## src/rtl/support_idx_regfile_pkg.sv

```systemverilog
// Shared defaults for the OMP support-set index register file.
`ifndef REG_IDX_DATA_WIDTH
`define REG_IDX_DATA_WIDTH 8
`endif
`ifndef REG_IDX_SIZE
`define REG_IDX_SIZE 8
`endif

package support_idx_regfile_pkg;
   localparam int IDX_DATA_W_DEF = `REG_IDX_DATA_WIDTH;
   localparam int IDX_DEPTH_DEF  = `REG_IDX_SIZE;
endpackage

```

## src/rtl/support_idx_regfile_idx_prio_enc.sv

```systemverilog
// Priority encoder: lowest set bit of a match vector -> position, plus any-hit flag.
module idx_prio_enc #(
   parameter int DEPTH  = 8,
   parameter int ADDR_W = $clog2(DEPTH)
) (
   input  logic [DEPTH-1:0]  match_i,
   output logic [ADDR_W-1:0] pos_o,
   output logic              any_o
);

   // Scan from the top down so the lowest matching index is the last one written.
   always_comb begin
      pos_o = '0;
      any_o = 1'b0;
      for (int i = DEPTH - 1; i >= 0; i--) begin
         if (match_i[i]) begin
            pos_o = ADDR_W'(i);
            any_o = 1'b1;
         end
      end
   end

endmodule

```

## src/rtl/support_idx_regfile.sv

```systemverilog
// Support-set index register file: append/overwrite storage, two registered
// read ports and a registered duplicate-atom membership check.
module support_idx_regfile
   import support_idx_regfile_pkg::*;
#(
   parameter int DATA_W = IDX_DATA_W_DEF,
   parameter int DEPTH  = IDX_DEPTH_DEF,
   parameter int ADDR_W = $clog2(DEPTH)
) (
   input  logic              clk,
   input  logic              rst,
   input  logic              clr,
   input  logic              push,
   input  logic [DATA_W-1:0] push_data,
   input  logic              wr_en,
   input  logic [ADDR_W-1:0] wr_addr,
   input  logic [DATA_W-1:0] wr_data,
   input  logic              rd_en_a,
   input  logic [ADDR_W-1:0] rd_addr_a,
   output logic [DATA_W-1:0] rd_data_a,
   output logic              rd_vld_a,
   input  logic              rd_en_b,
   input  logic [ADDR_W-1:0] rd_addr_b,
   output logic [DATA_W-1:0] rd_data_b,
   output logic              rd_vld_b,
   input  logic              chk_en,
   input  logic [DATA_W-1:0] chk_data,
   output logic              chk_hit,
   output logic [ADDR_W-1:0] chk_pos,
   output logic              chk_vld,
   output logic [ADDR_W:0]   count,
   output logic              full,
   output logic              empty,
   output logic              err
);

   localparam int CNT_W = ADDR_W + 1;
   localparam logic [CNT_W-1:0] DEPTH_C = CNT_W'(DEPTH);

   logic [DATA_W-1:0] mem_q [DEPTH];
   logic [DATA_W-1:0] mem_d [DEPTH];
   logic [CNT_W-1:0]  count_q, count_d;
   logic              err_q, err_d;
   logic [DATA_W-1:0] rd_data_a_q, rd_data_a_d, rd_data_b_q, rd_data_b_d;
   logic              rd_vld_a_q, rd_vld_b_q;
   logic              chk_hit_q, chk_hit_d, chk_vld_q;
   logic [ADDR_W-1:0] chk_pos_q, chk_pos_d;

   logic              push_ok, push_bad, wr_ok, wr_bad;
   logic [DEPTH-1:0]  match;
   logic [ADDR_W-1:0] enc_pos;
   logic              enc_any;

   assign full  = (count_q == DEPTH_C);
   assign empty = (count_q == '0);

   // Legality of this cycle's updates; clr masks both the updates and their errors.
   always_comb begin
      push_ok  = push && !full && !clr;
      push_bad = push &&  full && !clr;
      wr_ok    = wr_en && ({1'b0, wr_addr} <  count_q) && !clr;
      wr_bad   = wr_en && ({1'b0, wr_addr} >= count_q) && !clr;
      err_d    = push_bad || wr_bad;
   end

   // Storage and occupancy next state; push and a legal overwrite never collide.
   always_comb begin
      mem_d   = mem_q;
      count_d = count_q;
      if (clr) begin
         for (int i = 0; i < DEPTH; i++) mem_d[i] = '0;
         count_d = '0;
      end else begin
         if (push_ok) begin
            mem_d[count_q[ADDR_W-1:0]] = push_data;
            count_d = count_q + 1'b1;
         end
         if (wr_ok) mem_d[wr_addr] = wr_data;
      end
   end

   // Read ports see pre-update state; unoccupied addresses read as zero.
   always_comb begin
      rd_data_a_d = rd_data_a_q;
      rd_data_b_d = rd_data_b_q;
      if (rd_en_a) rd_data_a_d = ({1'b0, rd_addr_a} < count_q) ? mem_q[rd_addr_a] : '0;
      if (rd_en_b) rd_data_b_d = ({1'b0, rd_addr_b} < count_q) ? mem_q[rd_addr_b] : '0;
   end

   // Membership match against occupied entries only.
   always_comb begin
      for (int i = 0; i < DEPTH; i++)
         match[i] = (CNT_W'(i) < count_q) && (mem_q[i] == chk_data);
   end

   idx_prio_enc #(
      .DEPTH  (DEPTH),
      .ADDR_W (ADDR_W)
   ) u_prio_enc (
      .match_i (match),
      .pos_o   (enc_pos),
      .any_o   (enc_any)
   );

   // Check results hold between requests, like the read data.
   always_comb begin
      chk_hit_d = chk_en ? enc_any : chk_hit_q;
      chk_pos_d = chk_en ? enc_pos : chk_pos_q;
   end

   // State registers; reset drops any pending read/check result.
   always_ff @(posedge clk or posedge rst) begin
      if (rst) begin
         mem_q       <= '{default: '0};
         count_q     <= '0;
         err_q       <= 1'b0;
         rd_data_a_q <= '0;
         rd_data_b_q <= '0;
         rd_vld_a_q  <= 1'b0;
         rd_vld_b_q  <= 1'b0;
         chk_hit_q   <= 1'b0;
         chk_pos_q   <= '0;
         chk_vld_q   <= 1'b0;
      end else begin
         mem_q       <= mem_d;
         count_q     <= count_d;
         err_q       <= err_d;
         rd_data_a_q <= rd_data_a_d;
         rd_data_b_q <= rd_data_b_d;
         rd_vld_a_q  <= rd_en_a;
         rd_vld_b_q  <= rd_en_b;
         chk_hit_q   <= chk_hit_d;
         chk_pos_q   <= chk_pos_d;
         chk_vld_q   <= chk_en;
      end
   end

   assign count     = count_q;
   assign err       = err_q;
   assign rd_data_a = rd_data_a_q;
   assign rd_vld_a  = rd_vld_a_q;
   assign rd_data_b = rd_data_b_q;
   assign rd_vld_b  = rd_vld_b_q;
   assign chk_hit   = chk_hit_q;
   assign chk_pos   = chk_pos_q;
   assign chk_vld   = chk_vld_q;

endmodule

```

## config.mk

```make
export PLATFORM = sky130hd
export DESIGN_NAME = support_idx_regfile
export DESIGN_NICKNAME = d
export VERILOG_FILES = /design/src/rtl/support_idx_regfile_pkg.sv /design/src/rtl/support_idx_regfile_idx_prio_enc.sv /design/src/rtl/support_idx_regfile.sv
export SDC_FILE = /design/constraint.sdc
export NUM_CORES = 1
export LEC_CHECK = 0
export BUFFER_PORTS_ARGS = -buffer_cell sky130_fd_sc_hd__buf_4
export CAP_MARGIN = 10
export CORE_UTILIZATION = 55
export CTS_CLUSTER_DIAMETER = 120
export DETAILED_ROUTE_END_ITERATION = 6
export PLACE_DENSITY = 0.76
export SLEW_MARGIN = 0
export SYNTH_ARGS = -nofsm -noshare
export SYNTH_HDL_FRONTEND = slang
export SYNTH_SLANG_ARGS = --single-unit
```

## constraint.sdc

```tcl
create_clock -name clk -period 3.8 [get_ports clk]
set_clock_uncertainty 0.15 [all_clocks]
set_input_delay 0.95 -clock clk [delete_from_list [all_inputs] [get_ports clk]]
set_output_delay 0.95 -clock clk [all_outputs]
set_load 0.1 [all_outputs]
```

==> run metrics <==
Area Overhead vs Synth=14.59%; Iteration-0 DRC Markers=around 560; Resize count post-CTS=0; I/O pin cnt=just over 70; worst skew pair latency=approximately 0.35 ns; reg2reg start=count[1]$_DFFE_PP0P_; Syn Nets=around 650; Initial Util=between 50 and 60%; sequential area share after synthesis=between 30% and 40%; clock period minus worst slack=between 3 and 4 ns; Final WS setup=about 0.67 ns; worst vdd ir=0.2778 mV; Hold Startpoint=rd_data_a[4]$_DFFE_PP0P_; max-slew violations=0; CP Class=flop to output port; post-synth top area share=between 30 and 40%; layout cells sized above 1=21.52%; Hold EP=rd_data_a[4]$_DFFE_PP0P_; Mapped Avg Cell Area=10.38 um2; CTS buffer count=9; PortBufs=70; first-pass GRT wire length=about 28000 um; leakage=just over 3 nW; Synth Instances=just over 600; Rel. slew slack=47.14%; final WL=approximately 18000 um; Startpoint Class=flop; r2r worst-path depth=8; worst-case clock buffer depth=2; run status=complete, no violations; initial antenna violation count=0; Die Y-Extent=between 100 and 150 um; Syn. warnings=0; final instance area=approximately 7000 um2; first-pass iteration count of the detailed router=6; via count=between 5000 and 6000; synthesized flop and latch total=92; CP arrival=just over 2 ns; Unique masters post-synth=40; pin count of the biggest net entering global routing=73; area leader, netlist=dfrtp_1; die area=between 10000 and 15000 um2; n_diodes=0; Rows=38; total grt overflow=0; RSZ-0062 raised after global routing=no; worst r2r dst=mem_q[37]$_DFF_PP0_; CTS Hold Bufs=0; GP Congestion=about 0.95; core footprint=10980 um2; min-delay worst type=flop to flop; H-tree levels=3; Routed Antenna Nets=0; vias in the first global route=approximately 5100; Final Hold Fails=0; Max Cap Viol=0; DR DRC count=0; Placed Area=6842 um2; clk root buf=clkbuf_16; TNS Setup=0 ns; DP Cell Count=770; PwrDens=~350 nW/um2; wire per inst=about 23 um; worst hold stages=2; non-filler cells, final=786; GRT Resource Usage Total=32.84%; Worst EP required=about 2.7 ns; Core Util, Final=between 60 and 70%; clock sinks=about 90; Final setup viols=0; Slew @ Worst Pin=0.7930 ns; TritonCTS clock tree=yes; die extent in x=108.7 um; crit share post-route=82.42%; synthesized area=between 6000 and 7000 um2; FILL cells=866; Worst-path clk slew=around 0.070 ns; Final #Nets=~690; Via density=roughly 6.6; DP Worst Slack=approximately 0.76 ns; leading post-synthesis cells by cell area=dfrtp_1 37%, mux2i_1 13%, mux4_2 11%; critical path capture point type=output port; setup bufs post-CTS=0; worst-path maximum fanout=11; R2R Setup Slk=0.76 ns; post-DP HPWL=around 13000 um; fmax=319.3 MHz
## cells in the mapped netlist (all sizes together)
library cell,number
o21a,1
a31oi,1
nand3,8
a21boi,1
or4,3
dfrtp,92
nand4,22
mux2i,80
inv,27
xnor2,54
nor2,73
ha,9
nor3b,2
o21bai,1
o211ai,1
nor2b,6
buf,23
o21ai,5
and2,3
xor2,13
a21oi,8
o31ai,1
a21o,1
a31o,1
clkbuf,33
nand2b,4
nand2,5
o22ai,19
a211oi,64
mux4,32
nor3,8
nor4,3
## final cells by class
class / instances / area [um2] / area share (%)
tap: 140 / 175.2 / 2.439
timing repair buffer: 82 / 615.6 / 8.571
multi-input combinational: 429 / 3646 / 50.77
inverter: 27 / 102.6 / 1.429
clock buffer: 11 / 232.7 / 3.240
clock inverter: 5 / 107.6 / 1.498
sequential: 92 / 2302 / 32.06
## per-layer routing
layer | global-route usage, % | wire [um]
met1 | 46.33 | 7592
met2 | 48.69 | 8251
met3 | 7.352 | 1333
met4 | 14.09 | 554
met5 | 0 | 0
## cells by family after synthesis
group	share of synthesized area [%]
xor gates and xnor gates	9.363
AOI/OAI and AO/OA	11.56
adders and majority gates	1.797
and+or+nand+nor	11.18
muxes	24.28
buffers and inverters	5.091
DFF	36.73
## where the power goes
part	internal, mW	switching, mW	leakage (nW)	total [mW]
logic	0.148	0.260	1.66	0.408
clock network	0.647	0.387	0.164	1.03
registers	1.00	0.0366	1.27	1.04
## worst max-delay path, cell delays in order (launching register included)
cell and delay, ns:
dfrtp_1 0.54, inv_1 0.31, ha_1 0.28, nand3_2 0.13, inv_2 0.14, buf_4 0.30
## registers in the layout, summed over array words and instances (netlist names)
register and cells:
chk_hit 1, chk_pos 3, chk_vld 1, count 4
err 1, mem_q 64, rd_data_a 8, rd_data_b 8
rd_vld_a 1, rd_vld_b 1
## metrics by stage
step | hold WS, ns | power, mW
after floorplan | 0.4748 | 1.342
after global placement | 0.3707 | 1.451
after detailed placement | 0.3735 | 1.459
after CTS | 0.3832 | 2.491
after global routing | 0.4033 | 2.569
final | 0.3812 | 2.480
## cell usage in the layout (no fill, tap or decap), types with 2 or more instances in the layout
cell type,Yosys,layout
nand2b_1,4,4
nand4_1,22,22
nand2_1,4,4
clkbuf_1,31,2
nor2_1,73,73
inv_1,24,23
o21ai_0,3,3
xnor2_1,54,54
mux2i_1,80,80
nor3_1,5,5
a21oi_1,8,8
dfrtp_1,92,92
o21ai_1,2,2
bufinv_16,0,3
o22ai_1,19,19
nor2b_1,6,6
clkbuf_16,0,9
a211oi_1,64,64
nor3_4,3,3
inv_2,3,3
and2_1,3,3
or4_1,3,3
nor4_1,3,3
buf_4,0,82
nand3_1,7,7
ha_1,9,9
mux4_2,32,32
xor2_1,13,13
## worst max-delay path by stage
stage / cells past startpoint / to / startpoint
final: 5 / full / count[1]$_DFFE_PP0P_
after global routing: 5 / full / count[1]$_DFFE_PP0P_
after CTS: 5 / full / count[1]$_DFFE_PP0P_
after detailed placement: 5 / mem_q[37]$_DFF_PP0_ / clr
after global placement: 5 / mem_q[38]$_DFF_PP0_ / clr
after floorplan: 1 / chk_hit$_DFFE_PP0P_ / rst
Power figures use the tool's default switching activity.
